`config.mk`:
```
export PLATFORM = sky130hd
export DESIGN_NAME = cp0_exc_ctrl_flat
export DESIGN_NICKNAME = d
export VERILOG_FILES = /design/src/rtl/cp0_exc_ctrl_if.sv /design/src/rtl/cp0_exc_ctrl.sv /design/src/flat_wrapper.sv
export SDC_FILE = /design/constraint.sdc
export NUM_CORES = 1
export LEC_CHECK = 0
export CAP_MARGIN = 20
export CORE_ASPECT_RATIO = 1.1
export CORE_MARGIN = 2
export CORE_UTILIZATION = 42
export DETAILED_ROUTE_END_ITERATION = 10
export GPL_ROUTABILITY_DRIVEN = 0
export HOLD_SLACK_MARGIN = 0.15
export PLACE_DENSITY = 0.8
export SYNTH_ARGS = -nofsm -noshare
export SYNTH_HDL_FRONTEND = slang
export SYNTH_SLANG_ARGS = --single-unit
export TNS_END_PERCENT = 50
```
`constraint.sdc`:
```
create_clock -name clk -period 2.42 [get_ports clk]
set_input_delay 0.242 -clock clk [delete_from_list [all_inputs] [get_ports clk]]
set_output_delay 0.242 -clock clk [all_outputs]
set_load 0.03 [all_outputs]
```
`src/rtl/cp0_exc_ctrl_if.sv`:
```
// Bus between the M-stage pipeline/PC logic (master) and the CP0 exception controller (slave).
interface cp0_exc_ctrl_if;
    logic [4:0]  A;
    logic [31:0] DIn;
    logic        We;
    logic [31:0] VPC;
    logic        BDIn;
    logic [4:0]  ExcCodeIn;
    logic [5:0]  HWInt;
    logic        EXLClr;
    logic        Req;
    logic [31:0] EPCOut;
    logic [31:0] DOut;

    modport master (
        output A, DIn, We, VPC, BDIn, ExcCodeIn, HWInt, EXLClr,
        input  Req, EPCOut, DOut
    );

    modport slave (
        input  A, DIn, We, VPC, BDIn, ExcCodeIn, HWInt, EXLClr,
        output Req, EPCOut, DOut
    );
endinterface

```
`src/rtl/cp0_exc_ctrl.sv`:
```
// CP0 exception/interrupt controller: raises Req, latches EPC/Cause/SR, serves mfc0/mtc0.
// Define CP0_EXC_COUNT_EN to add a wrapping Req counter readable as CP0 register 9.
module cp0_exc_ctrl #(
    parameter logic [31:0] PRID = 32'h2021_0008
) (
    input  logic            clk,
    input  logic            reset,
    cp0_exc_ctrl_if.slave   bus
);

    logic [5:0]  sr_im;
    logic        sr_exl;
    logic        sr_ie;
    logic        cause_bd;
    logic [5:0]  cause_ip;
    logic [4:0]  cause_exc;
    logic [31:0] epc;

    logic        int_req;
    logic        exc_req;
    logic        req;
    logic [31:0] victim_pc;
    logic [31:0] epc_next;
    logic [31:0] sr_word;
    logic [31:0] cause_word;
    logic        unused_vpc_low;

    assign int_req = (|(bus.HWInt & sr_im)) & sr_ie & ~sr_exl;
    assign exc_req = (bus.ExcCodeIn != 5'd0) & ~sr_exl;
    // Gated so an exception code seen while reset is held cannot redirect the PC.
    assign req     = (int_req | exc_req) & ~reset;

    assign victim_pc      = {bus.VPC[31:2], 2'b00};
    assign epc_next       = bus.BDIn ? (victim_pc - 32'd4) : victim_pc;
    assign unused_vpc_low = ^bus.VPC[1:0];

    assign sr_word    = {16'b0, sr_im, 8'b0, sr_exl, sr_ie};
    assign cause_word = {cause_bd, 15'b0, cause_ip, 3'b0, cause_exc, 2'b00};

    // A request outranks mtc0 and eret; eret is applied after an SR write so EXL ends clear.
    always_ff @(posedge clk or posedge reset) begin
        if (reset) begin
            sr_im     <= 6'd0;
            sr_exl    <= 1'b0;
            sr_ie     <= 1'b0;
            cause_bd  <= 1'b0;
            cause_ip  <= 6'd0;
            cause_exc <= 5'd0;
            epc       <= 32'd0;
        end else begin
            cause_ip <= bus.HWInt;
            if (req) begin
                sr_exl    <= 1'b1;
                cause_bd  <= bus.BDIn;
                cause_exc <= int_req ? 5'd0 : bus.ExcCodeIn;
                epc       <= epc_next;
            end else begin
                if (bus.We && bus.A == 5'd12) begin
                    sr_im  <= bus.DIn[15:10];
                    sr_exl <= bus.DIn[1];
                    sr_ie  <= bus.DIn[0];
                end
                if (bus.We && bus.A == 5'd14) begin
                    epc <= {bus.DIn[31:2], 2'b00};
                end
                if (bus.EXLClr) begin
                    sr_exl <= 1'b0;
                end
            end
        end
    end

`ifdef CP0_EXC_COUNT_EN
    logic [31:0] exc_count;

    always_ff @(posedge clk or posedge reset) begin
        if (reset) begin
            exc_count <= 32'd0;
        end else if (req) begin
            exc_count <= exc_count + 32'd1;
        end
    end
`endif

    always_comb begin
        bus.DOut = 32'd0;
        case (bus.A)
            5'd12:   bus.DOut = sr_word;
            5'd13:   bus.DOut = cause_word;
            5'd14:   bus.DOut = epc;
            5'd15:   bus.DOut = PRID;
`ifdef CP0_EXC_COUNT_EN
            5'd9:    bus.DOut = exc_count;
`endif
            default: bus.DOut = 32'd0;
        endcase
    end

    assign bus.Req    = req;
    assign bus.EPCOut = epc;

endmodule
```
`src/flat_wrapper.sv`:
```
// flat-port wrapper written by rule: the top's interface ports become plain ports
module cp0_exc_ctrl_flat 
#(
    parameter logic [31:0] PRID = 32'h2021_0008
)
  (clk, reset, bus_A, bus_DIn, bus_We, bus_VPC, bus_BDIn, bus_ExcCodeIn, bus_HWInt, bus_EXLClr, bus_Req, bus_EPCOut, bus_DOut);
  cp0_exc_ctrl_if bus_i ();
  input  logic clk;
  input  logic reset;
  input wire logic [$bits(bus_i.A)-1:0] bus_A;
  input wire logic [$bits(bus_i.DIn)-1:0] bus_DIn;
  input wire logic [$bits(bus_i.We)-1:0] bus_We;
  input wire logic [$bits(bus_i.VPC)-1:0] bus_VPC;
  input wire logic [$bits(bus_i.BDIn)-1:0] bus_BDIn;
  input wire logic [$bits(bus_i.ExcCodeIn)-1:0] bus_ExcCodeIn;
  input wire logic [$bits(bus_i.HWInt)-1:0] bus_HWInt;
  input wire logic [$bits(bus_i.EXLClr)-1:0] bus_EXLClr;
  output wire logic [$bits(bus_i.Req)-1:0] bus_Req;
  output wire logic [$bits(bus_i.EPCOut)-1:0] bus_EPCOut;
  output wire logic [$bits(bus_i.DOut)-1:0] bus_DOut;
  assign bus_i.A = bus_A;
  assign bus_i.DIn = bus_DIn;
  assign bus_i.We = bus_We;
  assign bus_i.VPC = bus_VPC;
  assign bus_i.BDIn = bus_BDIn;
  assign bus_i.ExcCodeIn = bus_ExcCodeIn;
  assign bus_i.HWInt = bus_HWInt;
  assign bus_i.EXLClr = bus_EXLClr;
  assign bus_Req = bus_i.Req;
  assign bus_EPCOut = bus_i.EPCOut;
  assign bus_DOut = bus_i.DOut;
  cp0_exc_ctrl #(.PRID(PRID)) u_core (.clk(clk), .reset(reset), .bus(bus_i));
endmodule
```
Word level (Yosys, flattened, before mapping)

Index checks and enable logic that the tools add are counted.

Register bits: 52
Bits of input ports: 85
Output and inout bits: 65
Word-level logic and storage cells: 36

Mux-type cells: 8
Bitwise gates (word level): 9
Equal/unequal tests: 4
Add/subtract/negate cells: 1
Reduce and logical (&&, ||, !) cells: 7

Operators with widths:

| cell                    | number |
|---|---|
| $pmux W32 S4            | 1 |
| $mux W32                | 3 |
| $sub A32 B3 Y32 const B | 1 |
| $eq A5 B4 Y1 const B    | 4 |
| $and A6 B6 Y6           | 1 |
| $reduce_or A6 Y1        | 1 |
| $mux W5                 | 1 |
| $reduce_bool A5 Y1      | 1 |
| $and A1 B1 Y1           | 4 |
| $mux W1                 | 3 |
| $not A1 Y1              | 3 |
| $reduce_bool A3 Y1      | 1 |
| $logic_and A1 B1 Y1     | 2 |
| $reduce_and A2 Y1       | 1 |
| $reduce_bool A2 Y1      | 1 |
| $or A1 B1 Y1            | 1 |

Logic depth before layout (Yosys ltp)

Gate-level depths: netlist (run 1).

Depth in word-level cells: 8
Mapped depth: 8

Least setup slack after synthesis (run 1)

Ideal clock, no wire load.

Kind: register to register
From: register u_core.sr_im[1]
To: register u_core.epc[11], in the netlist u_core.bus.EPCOut[11]
Slack: 0.572 ns
Setup time: 0.078 ns
Buffers on the path: 1
Data arrival time: 1.770 ns
Stages on the path, launching flop included: 8
Required time: 2.342 ns
Cell sequence: dfrtp_1 a22o_1 o31ai_1 nand2_1 nand2_2 inv_8 clkbuf_1 a21oi_1

Longest elaborated chain between the ends: 7
Elaborated cells on any way between the ends: 8
Those cells by class: 1 x mux; 5 x bitwise; 2 x reduce/logical

RTL lines:

| item                                                  | line               | source |
|---|---|---|
| start: declaration                                    | cp0_exc_ctrl.sv:11 | `logic [5:0] sr_im;` |
| start signal: assignment                              | cp0_exc_ctrl.sv:59 | `sr_im <= bus.DIn[15:10];` |
| $and A6 B6 Y6 *                                       | cp0_exc_ctrl.sv:28 | `assign int_req = (\|(bus.HWInt & sr_im)) & sr_ie & ~sr_exl;` |
| $reduce_or A6 Y1 *                                    | cp0_exc_ctrl.sv:28 |  |
| $and A1 B1 Y1 * (2 in a row)                          | cp0_exc_ctrl.sv:28 |  |
| $or A1 B1 Y1 *                                        | cp0_exc_ctrl.sv:31 | `assign req = (int_req \| exc_req) & ~reset;` |
| $and A1 B1 Y1 *                                       | cp0_exc_ctrl.sv:31 |  |
| via bus_Req                                           | flat_wrapper.sv:18 | `output wire logic [$bits(bus_i.Req)-1:0] bus_Req;` |
| $mux W32 / $reduce_bool A2 Y1 (equally long branches) | n/a                |  |
| end signal: assignment                                | cp0_exc_ctrl.sv:56 | `epc <= epc_next;` |
| end signal: assignment                                | cp0_exc_ctrl.sv:64 | `epc <= {bus.DIn[31:2], 2'b00};` |
| end: declaration                                      | cp0_exc_ctrl.sv:17 | `logic [31:0] epc;` |

Mark *: on every way through the listed nets, which the timed path passes. The rest lies on a longest branch.
A chain may end at the register's enable or synchronous reset.

Final worst setup path (run 1)

From: input port bus_ExcCodeIn[2]
To: register u_core.cause_exc[1]

Longest elaborated chain between the ends: 4

RTL lines:

| item                   | line               | source |
|---|---|---|
| start: declaration     | flat_wrapper.sv:15 | `input wire logic [$bits(bus_i.ExcCodeIn)-1:0] bus_ExcCodeIn;` |
| $reduce_bool A5 Y1     | cp0_exc_ctrl.sv:29 | `assign exc_req = (bus.ExcCodeIn != 5'd0) & ~sr_exl;` |
| $and A1 B1 Y1          | cp0_exc_ctrl.sv:29 |  |
| $or A1 B1 Y1           | cp0_exc_ctrl.sv:31 |  |
| $and A1 B1 Y1          | cp0_exc_ctrl.sv:31 |  |
| end signal: assignment | cp0_exc_ctrl.sv:55 | `cause_exc <= int_req ? 5'd0 : bus.ExcCodeIn;` |
| end: declaration       | cp0_exc_ctrl.sv:16 | `logic [4:0] cause_exc;` |

No other way between the ends.

==> results by stage, run 1 <==
Die:
- The die covers 8430 µm².
- The starting density of the core is 0.433.
- The core footprint is 7470 µm².
- Measured along the x axis, the die boundary spans 87.7 µm.
- The number of rows in the core area is 33.
- The floorplan step set the die height to 96.1 µm.
- The number of primary I/O pins is 150.

Min path:
- The tightest min-delay check is of the in -> async type.

Synth:
- After synthesis the cells add up to 3240 µm².
- The warning count from the yosys run is 0.
- The top-area cell type share of the netlist area is 0.386.
- The share of the Yosys chip area taken by registers is 0.386.
- Counting flops with an async set or reset pin after synthesis yields a share of 1.00.
- The cell count after synthesis came out at 352.
- The number of synthesized register bits is 50.
- The cell type contributing the most total cell area after synthesis is sky130_fd_sc_hd__dfrtp_1.
- The top flip-flop cell by instance count after synthesis is sky130_fd_sc_hd__dfrtp_1.
- Sorting the synthesized cells by area gives the leading types as sky130_fd_sc_hd__dfrtp_1, sky130_fd_sc_hd__mux2i_1, sky130_fd_sc_hd__a211oi_1, sky130_fd_sc_hd__nor2b_1, sky130_fd_sc_hd__nor2_1.
- The count of different cell masters after synthesis is 51.
- The average cell area after synthesis is 9.20 µm².
- The number of synthesized flops with an enable pin is 0.

Layout:
- The number of fill cells is 610.
- Relative to the synthesized area, the layout overhead comes to 50.9%.
- The share of layout cells above drive strength 1 is 0.140.
- In the final layout, the multi-input gates occupy 1840 µm².
- The number of antenna diodes in the final layout is 0.
- Leaving out filler cells and counting taps, the final layout contains 606.
- The post-layout net count is 586.
- The total area of sequential cells is 1250 µm².

Clock network:
- The TritonCTS clock tree is yes.
- The number of resized instances in the post-cts repair step is 0.
- The tree is rooted in a sky130_fd_sc_hd__clkbuf_8.
- The CTS H-tree depth is 2.
- The TritonCTS buffer count is 5.
- The clock transition at the registers of the reported paths is ~0.1 ns.
- In this run the post-CTS setup repair buffer count came out at 0.
- The clock sink count is 50.
- The clock latency of the later-clocked register in the worst-skew pair is ~0.31 ns.
- The clock passes through at most 2 buffers.
- The number of hold buffers added after CTS was 0.

Placement:
- Once placement completed, the tool counted placed cells totaling 598.
- Buffers placed on the I/O ports in this run total 145.
- The HPWL after detailed placement is slightly above 8000 µm.

STA:
- The transition at the pin with the smallest max-transition slack is approximately 0.56 ns.
- Setup repair after global routing left no endpoint under its margin.
- The timing-limited maximum frequency is 0.477 GHz.
- The number of pins with negative max-slew slack in the final report was 0.
- The final count of hold timing violations came to 0.
- In the finished design, the share of the clock period the worst path needs comes to 0.866.
- The time the worst path needs with I/O delays and setup is roughly 2.1 ns.
- Measured against its own limit, the worst slew margin works out to 0.628.
- The final hold slack is ~0.34 ns.
- The final number of setup-violating endpoints is 0.
- Between clock sinks in the finished design, the worst skew comes to 0.0110 ns.

Setup path:
- Data on the critical path is required at its endpoint by 2.62 ns.
- The category of the most critical setup path is in -> reg.
- The kind of end point of the critical path is a register.
- The sort of element at the start of the critical path is an input pin.
- In this run the register-to-register setup slack is 0.35 ns.
- The critical path arrival is 2.30 ns.
- The largest fanout of any net on the critical path is 54.

Power:
- The cell area power density is 594 nW/µm².
- VDD sags by at most 249 µV.
- For this design the static power due to leakage is roughly 2 nW.

Route:
- Dividing the detail-routed via count by the number of cells gives between 5 and 6.
- After the first detailed-routing iteration, the DRC count stood at ~170.
- The routed layout has 3208 vias.
- In the final routed layout, each cell accounts on average for 17.1 µm.
- The final layout contains routed wiring with a total length of between 10000 and 15000 µm.
- The residual antenna-violating net count after detailed routing is 0.
- The first-pass iteration count of the detailed router is 4.
- The detailed-route DRC error count is 0.

Outcome:
- The run finished with clean final reports.

GRT:
- The first-pass GRT wire length is 15500 µm.
- The number of global-route vias before repair was 3000.
- The maximum number of pins on one net before global-route repair is 55.
- The total global routing track utilization is 0.242.
- Global routing finished with a remaining overflow of 0.
- The number of antenna violations at the first check in global routing came to 0.

Job:
- The max-cap violation count is 0.
## cell families (layout without fill, tap and decap cells)
family / count (synthesis) / count (layout) / share of synthesized area
adders and majority gates: 1 / 1 / 0.00386
and+or+nand+nor: 140 / 140 / 0.253
DFF: 50 / 50 / 0.386
muxes: 24 / 24 / 0.0773
other: 1 / 2 / 0.00116
buffers and inverters: 29 / 177 / 0.0468
AOI/OAI and AO/OA: 80 / 80 / 0.158
xor gates and xnor gates: 27 / 27 / 0.0730
## critical path: stages
cell	delay [ns]
sky130_fd_sc_hd__clkdlybuf4s50_1	0.41
sky130_fd_sc_hd__or4_1	0.55
sky130_fd_sc_hd__nor2_1	0.11
sky130_fd_sc_hd__nand2_1	0.07
sky130_fd_sc_hd__nand2_2	0.15
sky130_fd_sc_hd__inv_8	0.05
sky130_fd_sc_hd__buf_4	0.30
sky130_fd_sc_hd__o21a_1	0.23
sky130_fd_sc_hd__a22o_1	0.20
## power by group
group	internal (mW)	switching, mW	leakage [nW]
Combinational	0.550	0.611	1.39
Clock	0.310	0.283	0.0524
Sequential	1.00	0.146	0.588
Total	1.86	1.04	2.03
## per-stage QoR
step	worst slack, ns	setup TNS [ns]	instance area [µm²]	utilization	power (mW)
floorplan	0.572	0	3240	-	1.76
global placement	-0.00360	-0.00360	4780	0.639	2.30
detailed placement	-0.00139	-0.00139	4780	0.639	2.32
CTS	0.00899	0	4880	0.653	2.91
global route	0.167	0	4890	0.654	3.04
finish	0.324	0	4890	0.654	2.90
## registers in the layout, indices dropped and copies added, names as in the netlist
register	cells
u_core.cause_ip	6
u_core.sr_exl	1
u_core.bus.EPCOut	30
u_core.sr_ie	1
u_core.cause_exc	5
u_core.sr_im	6
u_core.cause_bd	1
## cell type report
class / instances / share of cell area
multi-input combinational: 274 / 0.377
sequential: 50 / 0.256
timing repair buffer: 163 / 0.312
clock inverter: 1 / 0.00615
clock buffer: 7 / 0.0156
tap: 105 / 0.0269
inverter: 6 / 0.00615
## cell usage in the layout, fill, tap and decap left out, types with 2 or more instances in the layout
cell type	n
sky130_fd_sc_hd__a22oi_1	5
sky130_fd_sc_hd__nor4_4	2
sky130_fd_sc_hd__buf_4	48
sky130_fd_sc_hd__a21oi_1	26
sky130_fd_sc_hd__and3_1	17
sky130_fd_sc_hd__a211oi_1	21
sky130_fd_sc_hd__o21ai_1	12
sky130_fd_sc_hd__nor2b_1	22
sky130_fd_sc_hd__dfrtp_1	50
sky130_fd_sc_hd__nand4_1	4
sky130_fd_sc_hd__nor2_1	37
sky130_fd_sc_hd__nor4_1	3
sky130_fd_sc_hd__clkbuf_8	5
sky130_fd_sc_hd__conb_1	2
sky130_fd_sc_hd__nor3_1	11
sky130_fd_sc_hd__a22o_1	8
sky130_fd_sc_hd__or3_1	4
sky130_fd_sc_hd__clkdlybuf4s50_1	113
sky130_fd_sc_hd__xor2_1	13
sky130_fd_sc_hd__inv_1	4
sky130_fd_sc_hd__xnor2_1	14
sky130_fd_sc_hd__a21oi_2	2
sky130_fd_sc_hd__nand4b_1	2
sky130_fd_sc_hd__a31oi_1	2
sky130_fd_sc_hd__clkbuf_1	2
sky130_fd_sc_hd__mux2i_1	16
sky130_fd_sc_hd__nand3_1	3
sky130_fd_sc_hd__nor4b_1	2
sky130_fd_sc_hd__nand3b_1	3
sky130_fd_sc_hd__nand2_1	14
sky130_fd_sc_hd__mux2_1	8
sky130_fd_sc_hd__and4_1	2
## synthesized netlist by cell type (2+ instances only)
| cell | number |
|---|---|
| sky130_fd_sc_hd__nor4_4 | 2 |
| sky130_fd_sc_hd__mux2_1 | 8 |
| sky130_fd_sc_hd__a22o_1 | 8 |
| sky130_fd_sc_hd__a22oi_1 | 5 |
| sky130_fd_sc_hd__a21oi_2 | 2 |
| sky130_fd_sc_hd__clkbuf_1 | 13 |
| sky130_fd_sc_hd__buf_4 | 2 |
| sky130_fd_sc_hd__nor4_1 | 3 |
| sky130_fd_sc_hd__buf_8 | 2 |
| sky130_fd_sc_hd__nand3b_1 | 3 |
| sky130_fd_sc_hd__o21ai_1 | 12 |
| sky130_fd_sc_hd__nand2_1 | 14 |
| sky130_fd_sc_hd__nand4_1 | 4 |
| sky130_fd_sc_hd__nor2_1 | 37 |
| sky130_fd_sc_hd__nor2b_1 | 23 |
| sky130_fd_sc_hd__nor3_1 | 11 |
| sky130_fd_sc_hd__nand3_1 | 3 |
| sky130_fd_sc_hd__and3_1 | 18 |
| sky130_fd_sc_hd__dfrtp_1 | 50 |
| sky130_fd_sc_hd__or3_1 | 4 |
| sky130_fd_sc_hd__xnor2_1 | 14 |
| sky130_fd_sc_hd__a21oi_1 | 26 |
| sky130_fd_sc_hd__a211oi_1 | 21 |
| sky130_fd_sc_hd__buf_2 | 4 |
| sky130_fd_sc_hd__mux2i_1 | 16 |
| sky130_fd_sc_hd__buf_1 | 2 |
| sky130_fd_sc_hd__inv_1 | 5 |
| sky130_fd_sc_hd__nand4b_1 | 2 |
| sky130_fd_sc_hd__and4_1 | 2 |
| sky130_fd_sc_hd__a31oi_1 | 2 |
| sky130_fd_sc_hd__xor2_1 | 13 |
| sky130_fd_sc_hd__nor4b_1 | 2 |
## routing by layer
metal / global-route usage / vias up / routed length [µm]
met5: 0 / - / 0
met4: 0.0705 / 0 / 172
met3: 0.0274 / 13 / 337
met2: 0.418 / 80 / 5380
met1: 0.318 / 1557 / 4450
li1: - / 1558 / -
## worst paths after layout
| check | from | endpoint | depth (start not counted) |
|---|---|---|---|
| max | bus_ExcCodeIn[2] | u_core.cause_exc[1] | 9 |
| min | reset | u_core.bus.EPCOut[25] | 2 |
| max reg2reg | u_core.sr_im[4] | u_core.cause_exc[1] | 8 |
| min reg2reg | u_core.cause_bd | u_core.cause_bd | 1 |
| max in group asynchronous | reset | u_core.bus.EPCOut[18] | 3 |
| min in group clk | bus_HWInt[3] | u_core.cause_ip[3] | 1 |
No activity file was read; power rests on OpenSTA's default activity.
==> inputs of run 2 (changes only) <==
- GPL_TIMING_DRIVEN: not set -> 0
==> results by stage, run 2 (synthesis gave the netlist of run 1 again) <==
Outcome:
- Run status: completed (unchanged).

Layout:
- Most frequent cells in the layout: sky130_fd_sc_hd__clkdlybuf4s50_1, sky130_fd_sc_hd__dfrtp_1, sky130_fd_sc_hd__nor2_1, sky130_fd_sc_hd__a21oi_1, sky130_fd_sc_hd__nor2b_1 (was sky130_fd_sc_hd__clkdlybuf4s50_1, sky130_fd_sc_hd__dfrtp_1, sky130_fd_sc_hd__buf_4, sky130_fd_sc_hd__nor2_1, sky130_fd_sc_hd__a21oi_1).
- The number of fill cells is 645 (was 610).
- The most common cell after layout, fill and taps aside is sky130_fd_sc_hd__clkdlybuf4s50_1 (unchanged).
- The number of diodes is 0 (unchanged).
- The number of flip-flops in the largest register was 30 (unchanged).
- The number of standard cells in the final layout excluding fillers came to 610 (was 606).
- The layout overhead on the synthesized area was 52.0% (was 50.9%).
- The share of layout cells above drive strength 1 is 0.0851 (was 0.140).
- The final instance area was 4920 µm² (was 4890 µm²).
- The post-layout net count is 590 (was 586).

Route:
- The total wire length is 11000 µm (was 10300 µm).
- The total number of vias is 3293 (was 3208).
- The detailed-route DRC error count is 0 (unchanged).
- The first-iteration detailed-routing DRC count is 177 (was 169).
- The residual antenna-violating net count after detailed routing is 0 (unchanged).
- The first-pass iteration count of the detailed router is 4 (unchanged).
- The detailed-route vias per instance is 5.40 (was 5.29).
- The wire length per cell after detailed routing came to 18.1 µm (was 17.1 µm).

Clock network:
- The clock latency of the later-clocked register in the worst-skew pair is 0.31 ns (about the same).
- The TritonCTS buffer count is 5 (unchanged).
- The clock transition at the registers of the reported paths is 0.09 ns (was 0.10 ns).
- The number of buffers inserted by post-CTS setup repair is 0 (unchanged).
- The CTS H-tree depth is 2 (unchanged).
- The TritonCTS clock tree is yes (unchanged).
- The cell chosen for the clock root is sky130_fd_sc_hd__clkbuf_8 (unchanged).
- The maximum count of clock buffers along a single path came to 2 (unchanged).
- The clock sink count was 50 (unchanged).
- The total of hold buffers inserted after clock tree synthesis is 0 (unchanged).

Die:
- The number of rows in the core area is 33 (unchanged).
- The starting density of the core was 0.433 (unchanged).
- The horizontal die dimension is 87.7 µm (unchanged).
- The number of primary I/O pins is 150 (unchanged).
- The die boundary height is 96.1 µm (unchanged).
- The total die area came to 8430 µm² (unchanged).
- The core footprint is 7470 µm² (unchanged).

Placement:
- The instance area after placement is 4830 µm² (was 4780 µm²).
- The HPWL after detailed placement was 8830 µm (was 8220 µm).
- The number of input and output port buffers inserted is 144 (was 145).
- The total placed cells including tap cells is 603 (was 598).

Setup path:
- The number of buffers and inverters on the critical path came to 3 (unchanged).
- The worst path required time was 2.18 ns (was 2.62 ns).
- Cells along the critical path: clkdlybuf4s50_1 -> buf_2 -> nand2_1 -> a21oi_1 -> clkdlybuf4s50_1 (was clkdlybuf4s50_1 -> or4_1 -> nor2_1 -> nand2_1 -> nand2_2 -> inv_8 -> buf_4 -> o21a_1 -> a22o_1).
- The library cell contributing the largest single delay on the critical path is sky130_fd_sc_hd__clkdlybuf4s50_1 (was sky130_fd_sc_hd__or4_1).
- The critical path's largest stage delay is 0.69 ns (was 0.55 ns).
- The largest fanout of any net on the critical path is 10 (was 54).
- The most repeated library cell on the critical path is sky130_fd_sc_hd__clkdlybuf4s50_1.
- The kind of cell adding the most delay to the critical path is buffers and inverters (was simple AND/OR/NAND/NOR gates).
- The kind of end point of the critical path is an output pin (was register).
- The critical path arrival is 2.07 ns (was 2.30 ns).
- The category of the most critical setup path is in -> out (was in -> reg).
- The sort of element at the start of the critical path is an input pin (unchanged).

GRT:
- The global-route met3 utilization is 0.0395 (was 0.0274).
- The first-pass GRT wire length is 17400 µm (was 15500 µm).
- The remaining global-route overflow came to 0 (unchanged).
- The layer with the highest usage is met2 (unchanged).
- The number of global-route vias before repair is 3268 (was 3000).
- The met2 global-route usage came to 0.465 (was 0.418).
- The met1 usage in global routing is 0.345 (was 0.318).
- The number of antenna violations at the first check in global routing is 0 (unchanged).
- The maximum number of pins on one net before global-route repair was 31 (was 55).
- The total global routing track utilization is 0.271 (was 0.242).

STA:
- The timing-limited maximum frequency was 0.433 GHz (was 0.477 GHz).
- The headroom to the max-slew limit was 0.662 (was 0.628).
- The number of pins with negative max-slew slack in the final report is 0 (unchanged).
- The final number of setup-violating endpoints came to 0 (unchanged).
- Setup repair after global routing missed its margin: yes (was no).
- The transition at the pin with the smallest max-transition slack is 0.504 ns (was 0.557 ns).
- The final total negative setup slack is 0 ns (unchanged).
- The clock skew after layout is 0.00505 ns (was 0.0110 ns).
- The period utilization is 0.953 (was 0.866).
- The time the worst path needs with I/O delays and setup was 2.31 ns (was 2.10 ns).
- The final count of hold timing violations is 0 (unchanged).

Power:
- The maximum resistive drop on vdd is 283 µV (was 249 µV).
- The leakage power summed over all cells is 2.05 nW (was 2.03 nW).
- The cell area power density was 595 nW/µm² (was 594 nW/µm²).
- The total power after layout is 2.93 mW (was 2.90 mW).

Job:
- The max-cap violation count is 0 (unchanged).

Min path:
- The classification of the worst-slack hold path is in -> async (unchanged).
## run 2: cell types whose count changed in the layout (fill, tap and decap cells not counted), moves of 2 or more
cell	before	now
sky130_fd_sc_hd__dlygate4sd2_1	0	20
sky130_fd_sc_hd__buf_4	48	2
sky130_fd_sc_hd__clkdlybuf4s50_1	113	118
sky130_fd_sc_hd__clkinvlp_4	0	2
sky130_fd_sc_hd__buf_2	0	5
sky130_fd_sc_hd__clkdlybuf4s15_1	0	2
sky130_fd_sc_hd__buf_8	0	2
sky130_fd_sc_hd__clkbuf_1	2	6
sky130_fd_sc_hd__clkbuf_2	0	9
## run 2: final cells by class
class	instances	area (µm²)	area share
clock buffers	5	68.8	0.0140
well taps	105	131	0.0267
repair buffers	145	1420	0.289
flip-flops and latches	50	1250	0.254
plain buffers	22	126	0.0257
clock inverters	3	45.0	0.00915
inverters	6	30.0	0.00610
multi-input cells	274	1850	0.375
## run 2: stage by stage
stage	setup WS [ns]	hold slack (ns)	utilization
floorplan	0.572	0.273	-
global placement	-0.519	0.473	0.644
detailed placement	-0.521	0.486	0.647
CTS	-0.116	0.317	0.660
global route	-0.00134	0.354	0.659
finish	0.113	0.302	0.659
## run 2: repair_timing
action,CTS,global route
hold endpoints to repair,0,0
resized for setup,35,12
setup endpoints to repair,29,13
pin swaps,0,0
## run 2: worst register-to-register path, stage by stage, from the launching register on
cell	delay, ns
sky130_fd_sc_hd__dfrtp_1	0.41
sky130_fd_sc_hd__a22o_1	0.23
sky130_fd_sc_hd__o31ai_2	0.35
sky130_fd_sc_hd__nand2_1	0.12
sky130_fd_sc_hd__nand2_2	0.20
sky130_fd_sc_hd__inv_8	0.10
sky130_fd_sc_hd__clkbuf_1	0.25
sky130_fd_sc_hd__a211oi_1	0.28
sky130_fd_sc_hd__a21oi_1	0.06
## run 2: worst paths after layout
path	start	end	slack (ns)	cells past startpoint
max	bus_A[0]	bus_DOut[3]	0.11	5
min	reset	u_core.cause_exc[1]	0.30	2
max reg2reg	u_core.sr_im[1]	u_core.bus.EPCOut[20]	0.29	8
min reg2reg	u_core.cause_bd	u_core.cause_bd	0.51	1
max in group asynchronous	reset	u_core.bus.EPCOut[25]	1.61	3
min in group clk	bus_BDIn	u_core.cause_bd	0.41	2
## run 2: power breakdown
group	internal, mW	total (mW)	switching, mW
logic	0.548	1.18	0.630
clock network	0.308	0.597	0.290
registers	1.00	1.15	0.150
total	1.86	2.93	1.07
## run 2: per-layer routing
layer | wire, µm | vias up
li1 | - | 1573
met1 | 4490 | 1595
met2 | 5710 | 101
met3 | 512 | 24
met4 | 316 | 0
met5 | 0 | -
